`config.mk`:
```
export PLATFORM = sky130hd
export DESIGN_NAME = shift_sequencer
export DESIGN_NICKNAME = d
export VERILOG_FILES = /design/src/rtl/shift_seq_pkg.sv /design/src/rtl/shift_seq_counter.sv /design/src/rtl/shift_sequencer.sv
export SDC_FILE = /design/constraint.sdc
export NUM_CORES = 1
export LEC_CHECK = 0
export ABC_AREA = 1
export BUFFER_PORTS_ARGS = -buffer_cell sky130_fd_sc_hd__buf_2
export CAP_MARGIN = 20
export CORE_MARGIN = 1.5
export CORE_UTILIZATION = 30
export DETAILED_ROUTE_END_ITERATION = 7
export HOLD_SLACK_MARGIN = 0.03
export PLACE_DENSITY_LB_ADDON = 0.3
export SYNTH_ARGS = -nofsm -noshare
export SYNTH_HDL_FRONTEND = slang
export SYNTH_SLANG_ARGS = --single-unit
```
`constraint.sdc`:
```
create_clock -name clk -period 1.3 [get_ports clk]
set_input_delay 0.195 -clock clk [delete_from_list [all_inputs] [get_ports clk]]
set_output_delay 0.195 -clock clk [all_outputs]
set_load 0.02 [all_outputs]
```
`src/rtl/shift_seq_pkg.sv`:
```
// Shared encodings for the shift-register sequencer: FSM states and shift directions.
`timescale 1ns/1ps
package shift_seq_pkg;

  typedef enum logic [1:0] {
    ST_IDLE  = 2'd0,
    ST_LOAD  = 2'd1,
    ST_SHIFT = 2'd2,
    ST_RESP  = 2'd3
  } state_e;

  localparam logic DIR_LEFT  = 1'b0;
  localparam logic DIR_RIGHT = 1'b1;

endpackage

```
`src/rtl/shift_seq_counter.sv`:
```
// Shift-count down-counter. A requested count above WIDTH is clamped to WIDTH
// when loaded. 'last' flags the final shift cycle and 'zero' flags an empty count.
`timescale 1ns/1ps
module shift_seq_counter #(
  parameter int WIDTH = 8,
  parameter int CNT_W = 4
) (
  input  logic             clk,
  input  logic             reset,
  input  logic             load,
  input  logic             dec,
  input  logic [CNT_W-1:0] load_val,
  output logic             zero,
  output logic             last
);

  localparam logic [CNT_W-1:0] MAX_CNT = CNT_W'(WIDTH);
  localparam logic [CNT_W-1:0] ONE     = CNT_W'(1);

  logic [CNT_W-1:0] cnt_q;
  logic [CNT_W-1:0] cnt_d;

  // Next count: a load takes priority and clamps; otherwise count down to zero and stop there.
  always_comb begin
    cnt_d = cnt_q;
    if (load) begin
      cnt_d = (load_val > MAX_CNT) ? MAX_CNT : load_val;
    end else if (dec && (cnt_q != '0)) begin
      cnt_d = cnt_q - ONE;
    end
  end

  // Count register; reset clears any partially consumed count.
  always_ff @(posedge clk or negedge reset) begin
    if (!reset) begin
      cnt_q <= '0;
    end else begin
      cnt_q <= cnt_d;
    end
  end

  assign zero = (cnt_q == '0);
  assign last = (cnt_q == ONE);

endmodule

```
`src/rtl/shift_sequencer.sv`:
```
// Command-driven controller for an external left/right shift register.
// Sequence per command: parallel-load, shift 'count' times, then present the
// register contents on the response port. Between commands the register is
// held by reloading its own output.
//
// Handshakes: a transfer occurs on a rising edge where valid and ready are both
// high. The initiator holds its payload stable while valid is high and unaccepted;
// cmd_ready never depends on cmd_valid, and rsp_valid never depends on rsp_ready.
`timescale 1ns/1ps
module shift_sequencer
  import shift_seq_pkg::*;
#(
  parameter int WIDTH = 8,
  parameter int CNT_W = 4
) (
  input  logic             clk,
  input  logic             reset,
  input  logic             cmd_valid,
  output logic             cmd_ready,
  input  logic [WIDTH-1:0] cmd_data,
  input  logic             cmd_dir,
  input  logic [CNT_W-1:0] cmd_count,
  output logic             rsp_valid,
  input  logic             rsp_ready,
  output logic [WIDTH-1:0] rsp_data,
  output logic             busy,
  output logic             sr_load_enable,
  output logic             sr_left_right_shift,
  output logic [WIDTH-1:0] sr_i,
  input  logic [WIDTH-1:0] sr_q,
  output logic [1:0]       dbg_state
);

  state_e           state_q, state_d;
  logic [WIDTH-1:0] data_q, data_d;
  logic             dir_q, dir_d;
  logic             accept;
  logic             cnt_zero;
  logic             cnt_last;

  // A command is taken only in IDLE and never while reset is asserted.
  assign accept    = cmd_valid && reset && (state_q == ST_IDLE);
  assign dbg_state = state_q;

  shift_seq_counter #(
    .WIDTH (WIDTH),
    .CNT_W (CNT_W)
  ) u_counter (
    .clk      (clk),
    .reset    (reset),
    .load     (accept),
    .dec      (state_q == ST_SHIFT),
    .load_val (cmd_count),
    .zero     (cnt_zero),
    .last     (cnt_last)
  );

  // Next-state, command latch and Moore output decode from registered state.
  always_comb begin
    state_d             = state_q;
    data_d              = data_q;
    dir_d               = dir_q;
    cmd_ready           = 1'b0;
    busy                = 1'b1;
    rsp_valid           = 1'b0;
    rsp_data            = '0;
    sr_load_enable      = 1'b1;
    sr_i                = sr_q;
    sr_left_right_shift = dir_q;
    unique case (state_q)
      ST_IDLE: begin
        cmd_ready = reset;
        busy      = 1'b0;
        if (accept) begin
          data_d  = cmd_data;
          dir_d   = cmd_dir;
          state_d = ST_LOAD;
        end
      end
      ST_LOAD: begin
        sr_i    = data_q;
        state_d = cnt_zero ? ST_RESP : ST_SHIFT;
      end
      ST_SHIFT: begin
        sr_load_enable = 1'b0;
        state_d        = cnt_last ? ST_RESP : ST_SHIFT;
      end
      ST_RESP: begin
        rsp_valid = 1'b1;
        rsp_data  = sr_q;
        if (rsp_ready) begin
          state_d = ST_IDLE;
        end
      end
      default: begin
        state_d = ST_IDLE;
      end
    endcase
  end

  // State and command latch; reset abandons any sequence in flight.
  always_ff @(posedge clk or negedge reset) begin
    if (!reset) begin
      state_q <= ST_IDLE;
      data_q  <= '0;
      dir_q   <= DIR_LEFT;
    end else begin
      state_q <= state_d;
      data_q  <= data_d;
      dir_q   <= dir_d;
    end
  end

endmodule

```
==> impl_metrics.yaml <==
outcome:
  outcome: "complete, but fails checks"
  violations: "negative setup slack"
route:
  highest-signal-layer: "met4"
  dr_wl_met3_um: 104
  num_vias: 1068
  wl_met2_um: 1250
  wire_per_inst_um: 10.69
  drcViolationCount: 0
  drt-total-wl_um: 2684
  ant_nets: 0
  first_iter_violations: 49
  via_per_inst: 4.255
  first_pass_iters: 6
  wl_met1_um: 1304
synth:
  synth_xor_area_share_pct: 0
  yosys_warnings: 0
  synth-simple-area-share_pct: 31.72
  synth_area_leader_cell: "dfrtp_1"
  syn_area_um2: 1037
  synth_common_cells: "nand2_1, inv_1, dfrtp_1, ha_1, mux2_2"
  synth_compound_area_share_pct: 3.136
  ys_types: 20
  synth_nets: 169
  synth_edf_count: 0
  syn_area_per_cell_um2: 7.627
  synth_top_area_share_pct: 36.19
  synth_top_family_by_area: "simple AND/OR/NAND/NOR gates"
  yosys-top-cells-area: "dfrtp_1, nand2_1, ha_1, mux2_2, inv_1"
  ys_seq_elements: 15
  synthAdderAreaFrac_pct: 9.650
  synthMuxAreaShare_pct: 8.685
  ys.flop_type: "dfrtp_1"
  synthArstFlopShare_pct: 100.0
  synth.yosys.seq_area_share_pct: 36.19
  syn_inst: 136
  synth_most_common_cell: "nand2_1"
setup_path:
  r2r_start: "dbg_state[0]$_DFFE_PN0P_"
  worstSetupPathType: "reg2out"
  cp.required_ns: 1.11
  r2r_cells: 9
  ff2ff_setup_slack_ns: -0.11
  critical_path_arrival_ns: 1.48
  cp_max_fo: 5
  startpoint_type: "flip-flop"
  cp-end-kind: "output pin"
  timing.rr.end: "data_q[2]$_DFFE_PN0P_"
global_routing:
  grt.overflow.total: 0
  grt_max_degree: 11
  grt_pass1_wl_um: 4064
  antenna_found_initial: 0
  grt_pass1_vias: 923
  grtUsageTotal_pct: 14.53
min_path:
  holdPathStages: 3
  min_from: "cmd_data[1]"
  hold_path_class: "in2reg"
  min_to: "data_q[1]$_DFFE_PN0P_"
timing:
  setup_ws_ns: -0.3708
  grt_setup_unrepaired: "true"
  tightest_slew_ns: 0.2766
  finalCritPeriodShare_pct: 128.5
  clock.fmax_mhz: 598.5
  fin_worst_skew_ns: 0.004694
  fin_crit_ns: 1.671
  finalHoldViolCount: 0
  finalSetupViolCount: 36
  drv_slew: 0
  max_slew_margin_pct: 81.50
  timing.hold.ws_ns: 0.09820
final_layout:
  layout-drive-gt1-share_pct: 49.27
  syn_to_final_growth_pct: 67.67
  num-nets-final: 239
  n_antenna_cell: 0
power_and_ir_drop:
  power.density_nw_per_um2: 2280
  p_leak_nw: 0.9983
  total_power_mw: 3.965
  vdd_drop_max_v: 0.0008143
die:
  rows: 21
  ios: 48
  die_y_um: 61.80
  dieArea_um2: 3819
  core-area_um2: 3337
  fp.dieW_um: 61.80
  start_util_pct: 31.08
placement:
  hpwl_um: 1886
  routabilityCongestion: 0.7529
  numPortBuffers: 47
cts:
  cts_root_buffer: "clkbuf_4"
  cts.path.max_buffers: 2
  clk_latency_ns: 0.28
  clkSlewWorstSetupHoldPaths_ns: 0.10
  numCtsBuffers: 3
  cts.htree.levels: 1
  cts_tree: "done"
  clock-sinks: 15
job:
  cap_viol_max_count: 0
[power breakdown]
part / switching [mW] / internal, mW
clock network: 0.155 / 0.114
logic: 1.42 / 1.43
registers: 0.149 / 0.699
total: 1.72 / 2.24
[registers in the layout (all words and copies together) (netlist names)]
signal,flops
data_q,8
dbg_state,2
sr_left_right_shift,1
u_counter.cnt_q,4
[worst max-delay path by stage]
stage / startpoint / end / slack [ns] / cells after the start
after detailed placement: dbg_state[1]$_DFFE_PN0P_ / sr_i[1] / -0.09 / 4
after global routing: dbg_state[1]$_DFFE_PN0P_ / sr_i[1] / -0.42 / 5
after floorplan: dbg_state[1]$_DFFE_PN0P_ / sr_i[0] / -0.06 / 4
after CTS: dbg_state[1]$_DFFE_PN0P_ / sr_i[1] / -0.39 / 5
after global placement: dbg_state[1]$_DFFE_PN0P_ / sr_i[7] / -0.07 / 4
final: dbg_state[1]$_DFFE_PN0P_ / sr_i[1] / -0.37 / 5
[kinds of logic after synthesis]
group,Yosys count
multiplexers,8
AND/OR/NAND/NOR,75
flip-flops,15
adder cells (fa/ha/maj),8
buffers and inverters,25
AO/OA/AOI/OAI,5
[routing by layer]
layer / up-vias / GRT usage [%]
met5: - / 0
met4: 0 / 5.471
met3: 2 / 2.070
met2: 29 / 22.26
met1: 480 / 20.80
li1: 557 / -
[critical path, cell delays in order (launching register included)]
cell and delay [ns]:
dfrtp_2 0.42, inv_2 0.08, ha_4 0.15, buf_12 0.12
mux2_4 0.30, buf_6 0.13
[repair_timing]
action | 4_1_cts | 5_1_grt
setup endpoints to repair | 33 | 36
cloned | 1 | 0
endpoints found under the hold margin | 5 | 0
gates resized for setup | 41 | 11
hold buffers | 2 | 0
pin swaps | 3 | 4
buffers inserted | 7 | 1
[cell type report]
cell class	count	area [um2]
Sequential cell	15	377.9
Timing Repair Buffer	68	519.2
Clock inverter	1	5.005
Fill cell	316	1598
Clock buffer	3	22.52
Multi-Input combinational cell	97	673.1
Inverter	21	83.83
Tap cell	46	57.56
[cell usage in the layout, fill, tap and decap left out]
cell,n
buf_12,1
buf_2,29
buf_4,19
buf_6,17
clkbuf_4,3
clkinv_2,1
dfrtp_1,13
dfrtp_2,2
dlygate4sd3_1,2
ha_1,4
ha_4,4
inv_1,17
inv_2,2
inv_4,2
mux2_4,8
nand2_1,56
nand2_2,3
nand2_4,2
nand3_1,5
nand3_2,2
nand3_4,2
nand3b_1,2
nor2_1,2
nor2_2,1
o21ai_1,3
o21ai_2,1
o22ai_2,1
or2_2,1
[stage by stage]
stage | utilization, % | instances | setup TNS [ns] | cell area, um2 | setup WS (ns)
finish | 52.12 | 251 | -7.472 | 1739 | -0.3708
global route | 52.12 | 251 | -9.763 | 1739 | -0.4166
CTS | 51.37 | 251 | -7.499 | 1714 | -0.3859
detailed placement | 43.42 | 237 | -0.8606 | 1449 | -0.08993
global placement | 43.42 | 237 | -0.7484 | 1449 | -0.06689
floorplan | - | 136 | -0.7842 | 1107 | -0.06306
Power figures use the tool's default switching activity.
